--- config.mk ---
export PLATFORM = sky130hd
export DESIGN_NAME = alu_reg
export DESIGN_NICKNAME = d
export VERILOG_FILES = /design/src/rtl/alu_reg.sv
export SDC_FILE = /design/constraint.sdc
export NUM_CORES = 1
export LEC_CHECK = 0
export ABC_AREA = 1
export CELL_PAD_IN_SITES_DETAIL_PLACEMENT = 0
export CELL_PAD_IN_SITES_GLOBAL_PLACEMENT = 1
export CORE_UTILIZATION = 31
export DETAILED_ROUTE_END_ITERATION = 16
export PLACE_DENSITY = 0.79
export SKIP_LAST_GASP = 1
export SYNTH_ARGS = -nofsm -noshare
export SYNTH_HDL_FRONTEND = slang
export SYNTH_SLANG_ARGS = --single-unit
--- constraint.sdc ---
create_clock -name clk -period 0.8 [get_ports clk]
set_input_delay 0.16 -clock clk [delete_from_list [all_inputs] [get_ports clk]]
set_output_delay 0.16 -clock clk [all_outputs]
set_load 0.02 [all_outputs]
--- src/rtl/alu_reg.sv ---
// Single-cycle execute unit: eight-operation unsigned ALU followed by a
// registered result stage carrying out, carry, zero and a valid strobe.
module alu_reg #(
    parameter int WIDTH = 4
) (
    input  logic             clk,
    input  logic             rst_n,
    input  logic             in_valid,
    input  logic [WIDTH-1:0] A,
    input  logic [WIDTH-1:0] B,
    input  logic [2:0]       sel,
    output logic [WIDTH-1:0] out,
    output logic             carry,
    output logic             zero,
    output logic             out_valid
);

    typedef enum logic [2:0] {
        OP_ADD = 3'b000,
        OP_SUB = 3'b001,
        OP_AND = 3'b010,
        OP_OR  = 3'b011,
        OP_XOR = 3'b100,
        OP_NOT = 3'b101,
        OP_SHL = 3'b110,
        OP_SHR = 3'b111
    } op_e;

    // Result packed as {carry, value}; SUB's extra bit is the borrow (A < B).
    function automatic logic [WIDTH:0] alu_eval(
        input logic [WIDTH-1:0] a,
        input logic [WIDTH-1:0] b,
        input op_e              op
    );
        logic [WIDTH:0] res;
        res = '0;
        case (op)
            OP_ADD: res = {1'b0, a} + {1'b0, b};
            OP_SUB: res = {1'b0, a} - {1'b0, b};
            OP_AND: res = {1'b0, a & b};
            OP_OR:  res = {1'b0, a | b};
            OP_XOR: res = {1'b0, a ^ b};
            OP_NOT: res = {1'b0, ~a};
            OP_SHL: res = {a[WIDTH-1], a[WIDTH-2:0], 1'b0};
            OP_SHR: res = {a[0], 1'b0, a[WIDTH-1:1]};
            default: res = '0;
        endcase
        return res;
    endfunction

    function automatic logic is_zero(input logic [WIDTH-1:0] v);
        return (v == '0);
    endfunction

    logic [WIDTH:0]   w_res_p0;
    logic [WIDTH-1:0] r_out_p1;
    logic             r_carry_p1;
    logic             r_zero_p1;
    logic             r_vld_p1;

    always_comb begin
        w_res_p0 = alu_eval(A, B, op_e'(sel));
    end

    // p0 -> p1: capture result only on accepted requests, otherwise hold
    always_ff @(posedge clk or negedge rst_n) begin
        if (!rst_n) begin
            r_out_p1   <= '0;
            r_carry_p1 <= 1'b0;
            r_zero_p1  <= 1'b0;
            r_vld_p1   <= 1'b0;
        end else begin
            r_vld_p1 <= in_valid;
            if (in_valid) begin
                r_out_p1   <= w_res_p0[WIDTH-1:0];
                r_carry_p1 <= w_res_p0[WIDTH];
                r_zero_p1  <= is_zero(w_res_p0[WIDTH-1:0]);
            end
        end
    end

    assign out       = r_out_p1;
    assign carry     = r_carry_p1;
    assign zero      = r_zero_p1;
    assign out_valid = r_vld_p1;

endmodule

==> metrics.md, run 1 <==
| Metric | Value |
|---|---|
| Slew @ Worst Pin | 0.3371 ns |
| Post-synthesis sequential area ratio | 18.89% |
| Complex-gate fraction of the synthesized area | 6.883% |
| Hold_buf cts | 0 |
| Core Area | 2805 um^2 |
| Ports | 21 |
| Pwr Total | 0.001858 W |
| Post-synthesis mux area share | 0% |
| Number of synthesized register bits | 7 |
| Synth Area in XOR/XNOR | 2.834% |
| Post-Synth Adder-Cell Area | 19.70% |
| Worst slack, placed | -1.414 ns |
| Reg power frac | 23.6% |
| Max Cap Violations | 0 |
| Starting Density | 33.05% |
| CP Capture Type | flop |
| # rows | 19 |
| Crit path launch type | input pin |
| Via/cell ratio | 4.916 |
| Remaining DRCs | 2 |
| Largest family of logic cells by synthesized area | simple AND/OR/NAND/NOR gates |
| Clock-pin slew on the worst setup and hold paths | 0.06 ns |
| Number of global-route vias before repair | 1126 |
| Total iterations of the first detailed-routing run | 10 |
| Commonest non-fill, non-tap cell in the layout | nand2_1 |
| Wire length per cell | 13.03 um |
| Crit path time final | 1.424 ns |
| Clk pwr share | 18.0% |
| Hold WS | 0.1667 ns |
| Post-route ant nets | 0 |
| Final WL | 2945 um |
| Iteration-0 DRC Markers | 47 |
| Synth async-reset ratio | 100.0% |
| Die Y | 56.69 um |
| Most frequent cells in the layout | nand2_1, buf_4, buf_6 |
| Htree depth | 1 |
| Net Switching | 0.0007140 W |
| Max Clock Skew | 0 ns |
| Final hold vios | 0 |
| Max Clock Freq | 702.2 MHz |
| Synth area leader | dfrtp_1 |
| Number of flops mapped to enable cells by yosys | 0 |
| CTS tree | yes |
| Initial antenna violation count | 0 |
| Gate Count Post-Synth | 139 |
| Yosys top cell area share | 18.89% |
| Library cells used by synthesis | 23 |
| Cts bufs inserted | 3 |
| Clock sink total | 7 |
| Top post-synthesis cells by area | dfrtp_1, ha_1, nand2_1, nand3_1, inv_1 |
| Final Setup Violations | 13 |
| Internal | 0.001144 W |
| Chip width | 56.69 um |
| Syn Std Cell Area | 927.1 um^2 |
| Synthesized area per cell | 6.670 um^2 |
| Crit path arrival time | 1.57 ns |
| PwrDens | 1118 nW/um^2 |
| Leakage | 0.8337 nW |
| Diode count | 0 |
| Final worst slack | -0.6241 ns |
| Simple-gate share of the synthesized area | 39.27% |
| CTS max path bufs | 2 |
| Reg2Reg Depth | 4 |
| Crit Path Category | in2reg |
| Congestion Overflow GR | 0 |
| Routability Congestion | 0.8894 |
| RR Endpoint | out[3] |
| Pin count of the biggest net entering global routing | 16 |
| NumNets Final | 224 |
| CP required | 0.94 ns |
| Clock Latency Late Sink | 0.25 ns |
| Number of I/O port buffers | 20 |
| Prevailing post-synth register cell | dfrtp_1 |
| Unrepaired setup endpoints after global routing | yes |
| Crit Path Max Fanout | 2 |
| Global-route wire length before repair | 4905 um |
| Failing checks | DRC, setup timing |
| Worst min path class | in2async |
| Worst relative slew slack | 77.46% |
| Max Slew Vio Count | 0 |
| P&R area growth vs syn | 79.22% |
| YS warnings | 0 |
| DP HPWL | 2220 um |
| Die Area | 3213 um^2 |
| Vias | 1111 |
| Power share of the combinational group | 58.4% |
| Net Sw Frac | 38.43% |
| Crit share post-route | 178.0% |
| Layout cells sized above 1 | 47.18% |
| Outcome | finished with violations |
| R2R setup slack | -0.15 ns |
| Layout fillers | 260 |
| Syn_nets | 167 |
| All-Layer GR Usage | 19.59% |
| CTS root buf | clkbuf_4 |
| Peak supply drop | 958.4 uV |
| Reg2Reg Launch Point | out[3] |
==> synthesized netlist by cell type (2+ instances only) <==
cell type  count
dfrtp_1        7
buf_6          3
nor2_2         3
a21oi_1        6
nand3_1       15
ha_1          13
nand2_1       36
nor2_1        16
inv_1         17
nor3_1         2
nand4_1        7
xor2_1         3
==> sequential cells by signal, indices dropped and copies added, names as in the netlist <==
register / cells
out_valid: 1
out: 4
carry: 1
zero: 1
==> power by group through the flow <==
| stage | sequential, W | clock [W] | combinational (W) |
|---|---|---|---|
| 2_1_floorplan | 0.000493 | 0 | 0.000393 |
| 3_3_place_gp | 0.000430 | 0 | 0.000831 |
| 3_5_place_dp | 0.000433 | 0 | 0.000848 |
| 4_1_cts | 0.000436 | 0.000338 | 0.00105 |
| 5_1_grt | 0.000443 | 0.000356 | 0.00118 |
| 6_report | 0.000438 | 0.000335 | 0.00108 |
==> area by class of cell <==
cell class	count	area (um^2)	area share, %
Inverter	19	96.34	5.798
Sequential cell	7	175.2	10.54
Multi-Input combinational cell	109	827.0	49.77
Tap cell	31	38.79	2.334
Timing Repair Buffer	56	498.0	29.97
Clock buffer	4	26.28	1.581
==> how the worst max path moves through the flow <==
stage | from | to | slack [ns]
after floorplan | sel[1] | zero | -0.75
after global placement | B[1] | zero | -1.34
final | B[1] | carry | -0.62
after global routing | sel[1] | zero | -0.70
after detailed placement | B[0] | carry | -1.41
after CTS | sel[1] | carry | -0.63
==> logic make-up after synthesis <==
family | count (synthesis)
simple gates | 81
xor+xnor | 3
flops | 7
fa+ha+maj | 14
compound gates | 11
buf+inv | 23
==> metrics by stage <==
stage          utilization, %  setup TNS [ns]  instances  cell area [um^2]
3_5_place_dp            49.11          -9.712        214              1378
5_1_grt                 59.23          -4.373        226              1662
2_1_floorplan               -          -3.575        139             982.2
4_1_cts                 58.25          -3.684        225              1634
3_3_place_gp            49.11          -9.393        214              1378
6_report                59.23          -3.728        226              1662
==> repair_timing <==
action	4_1_cts	5_1_grt
endpoints found under the hold margin	0	0
setup endpoints to repair	13	13
setup buffers	13	1
gates resized for setup	127	4
pin swaps	26	4
==> worst max-delay path: stages <==
cell     delay [ns]
buf_8          0.10
buf_6          0.11
o31ai_4        0.23
xor2_1         0.17
inv_1          0.09
ha_4           0.28
inv_2          0.04
nor2_2         0.10
nor2_1         0.05
nand2_1        0.05
nand3_1        0.07
nand3_1        0.07
nand2_1        0.05
==> per-layer routing <==
layer | GRT usage [%] | vias up | share of wire (%) | wire [um]
met1 | 24.26 | 522 | 47 | 1371
met3 | 3.687 | 0 | 3.3 | 98
met4 | 2.857 | 0 | 0 | 0
met5 | 0 | - | 0 | 0
li1 | - | 563 | - | -
met2 | 35.54 | 26 | 50 | 1475
Note: power is estimated with default switching activity, not from simulation.
==> inputs of run 2 (changes only) <==
SETUP_SLACK_MARGIN = 0.2   (was not set)
==> run 2 against run 1 <==
Compared with the run above:
- final area increased by 1.2%
- critical path type unchanged
- sequential share of layout area decreased by 0.13 points
- largest power group unchanged
- highest routed layer is now met4
- die area unchanged
- clock power decreased by 3%
- non-clock buffer count increased by 4
- largest cell class unchanged
- clock skew unchanged
- via count increased by 5.3%
- sequential power about the same
- maximum frequency decreased by 3.9%
- the flow still finishes with violations (DRC, setup timing)
==> metrics.md, run 2 (same netlist as run 1, synthesis figures left out) <==
| Metric | Value |
|---|---|
| Core Area | 2805 um^2 (unchanged) |
| Clock sink total | 7 (unchanged) |
| Initial antenna violation count | 0 (unchanged) |
| Clock Latency Late Sink | 0.25 ns (about the same) |
| Crit Path Category | in2reg (unchanged) |
| Remaining DRCs | 2 (unchanged) |
| Layout cells sized above 1 | 46.23% (was 47.18%) |
| Failing checks | DRC, setup timing (unchanged) |
| P&R area growth vs syn | 81.38% (was 79.22%) |
| Final worst slack | -0.6826 ns (was -0.6241 ns) |
| Peak supply drop | 1152 uV (was 958.4 uV) |
| Global-route wire length before repair | 5092 um (was 4905 um) |
| Worst min path class | in2async (unchanged) |
| Critical Path Source | B[1] (unchanged) |
| Number of I/O port buffers | 20 (unchanged) |
| Iteration-0 DRC Markers | 55 (was 47) |
| Ports | 21 (unchanged) |
| DP HPWL | 2220 um (unchanged) |
| Crit Path Max Fanout | 4 (was 2) |
| CP Capture Type | flop (unchanged) |
| All-Layer GR Usage | 20.22% (was 19.59%) |
| Pin count of the biggest net entering global routing | 16 (unchanged) |
| R2R setup slack | -0.09 ns (was -0.15 ns) |
| Clock-pin slew on the worst setup and hold paths | 0.05 ns (was 0.06 ns) |
| Unrepaired setup endpoints after global routing | yes (unchanged) |
| Via/cell ratio | 5.087 (was 4.916) |
| Layout fillers | 270 (was 260) |
| Diode count | 0 (unchanged) |
| CTS tree | yes (unchanged) |
| Worst relative slew slack | 77.90% (was 77.46%) |
| NumNets Final | 228 (was 224) |
| Max Clock Freq | 674.5 MHz (was 702.2 MHz) |
| Crit path arrival time | 1.68 ns (was 1.57 ns) |
| Slew @ Worst Pin | 0.3305 ns (was 0.3371 ns) |
| Vias | 1170 (was 1111) |
| Dpl cells | 214 (unchanged) |
| Final hold vios | 0 (unchanged) |
| PwrDens | 1120 nW/um^2 (was 1118 nW/um^2) |
| Number of global-route vias before repair | 1166 (was 1126) |
| Commonest non-fill, non-tap cell in the layout | nand2_1 (unchanged) |
| Crit share post-route | 185.3% (was 178.0%) |
| CTS root buf | clkbuf_4 (unchanged) |
| Cts bufs inserted | 3 (unchanged) |
| Crit path time final | 1.483 ns (was 1.424 ns) |
| Critical Path Sink | zero (was carry) |
| Final Instance Count excl. Fillers | 230 (was 226) |
| RR Endpoint | out[3] (unchanged) |
| Leakage | 0.8498 nW (was 0.8337 nW) |
| Die Y | 56.69 um (unchanged) |
| Total iterations of the first detailed-routing run | 10 (unchanged) |
| Routability Congestion | 0.8894 (unchanged) |
| Crit path launch type | input pin (unchanged) |
| Final Setup Violations | 13 (unchanged) |
| # rows | 19 (unchanged) |
| Chip width | 56.69 um (unchanged) |
| CTS max path bufs | 2 (unchanged) |
| Worst slack, placed | -1.414 ns (unchanged) |
| Outcome | finished with violations (unchanged) |
| Reg2Reg Depth | 4 (unchanged) |
| Design area | 1682 um^2 (was 1662 um^2) |
| Congestion Overflow GR | 0 (unchanged) |
| Die Area | 3213 um^2 (unchanged) |
| Post-route ant nets | 0 (unchanged) |
| Placed instance area | 1378 um^2 (unchanged) |
| Max FFs per register | 4 (unchanged) |
| Reg2Reg Launch Point | out[3] (unchanged) |
| Wire length per cell | 13.37 um (was 13.03 um) |
| Max Clock Skew | 0 ns (unchanged) |
| Max Slew Vio Count | 0 (unchanged) |
| Starting Density | 33.05% (unchanged) |
| Htree depth | 1 (unchanged) |
| Final WL | 3075 um (was 2945 um) |
| Most frequent cells in the layout | nand2_1, buf_4, buf_6 (unchanged) |
| Max Cap Violations | 0 (unchanged) |
| CP required | 0.99 ns (was 0.94 ns) |
==> run 2: changes by cell type in the layout (fill, tap and decap cells not counted), sizes merged <==
cell	before	now
buf	51	53
clkbuf	4	5
clkdlybuf4s15	0	1
clkdlybuf4s50	1	2
clkinv	1	0
dlygate4sd2	4	3
inv	18	19
==> run 2: routing by layer <==
layer	vias up	share of wire [%]	track usage (%)
met2	42	50	35.37
li1	571	-	-
met5	-	0	0
met1	553	43	24.82
met3	4	5.4	3.917
met4	0	0.98	6.071
==> run 2: layout make-up <==
class                           instances  area, um^2  share of cell area (%)
Tap cell                               31       38.79                   2.307
Inverter                               19       88.84                   5.283
Clock buffer                            4       26.28                   1.563
Timing Repair Buffer                   60       536.8                   31.92
Sequential cell                         7       175.2                   10.42
Multi-Input combinational cell        109       815.8                   48.51
==> run 2: what timing repair did <==
item,CTS,global route
gates cloned,0,0
setup buffers,11,1
gates resized for setup,112,8
pin swaps,25,11
hold buffers,0,0
setup endpoints to repair,13,14
==> run 2: critical path, cell delays in order <==
cell and delay, ns:
buf_8 0.08, inv_4 0.03, ha_4 0.15, inv_2 0.04, nand2_2 0.06, xor2_2 0.19
ha_4 0.32, nand3_2 0.10, nand2_1 0.09, nand2_1 0.08, nand3_2 0.09, nand2_1 0.07
nor2_1 0.11, nand2_1 0.06, nand2_1 0.05
==> run 2: worst min path at each step <==
stage | from | to
global placement | rst_n | out_valid
detailed placement | rst_n | out_valid
finish | rst_n | out[1]
global route | rst_n | out[0]
floorplan | rst_n | carry
CTS | rst_n | out_valid
==> run 2: stage by stage <==
| step | setup TNS, ns | power (W) | hold slack (ns) | utilization [%] |
|---|---|---|---|---|
| 2_1_floorplan | -3.575 | 0.0008862 | -0.1356 | - |
| 3_3_place_gp | -9.393 | 0.001262 | 0.4317 | 49.11 |
| 3_5_place_dp | -9.712 | 0.001282 | 0.4501 | 49.11 |
| 4_1_cts | -4.008 | 0.001827 | 0.1775 | 58.83 |
| 5_1_grt | -4.838 | 0.002012 | 0.1871 | 59.95 |
| 6_report | -4.260 | 0.001884 | 0.1710 | 59.95 |
==> run 2: power by group <==
part | internal [W] | switching (W) | total [W]
sequential | 0.000403 | 0.0000355 | 0.000439
combinational | 0.000568 | 0.000553 | 0.00112
clock | 0.000191 | 0.000134 | 0.000324
total | 0.00116 | 0.000723 | 0.00188
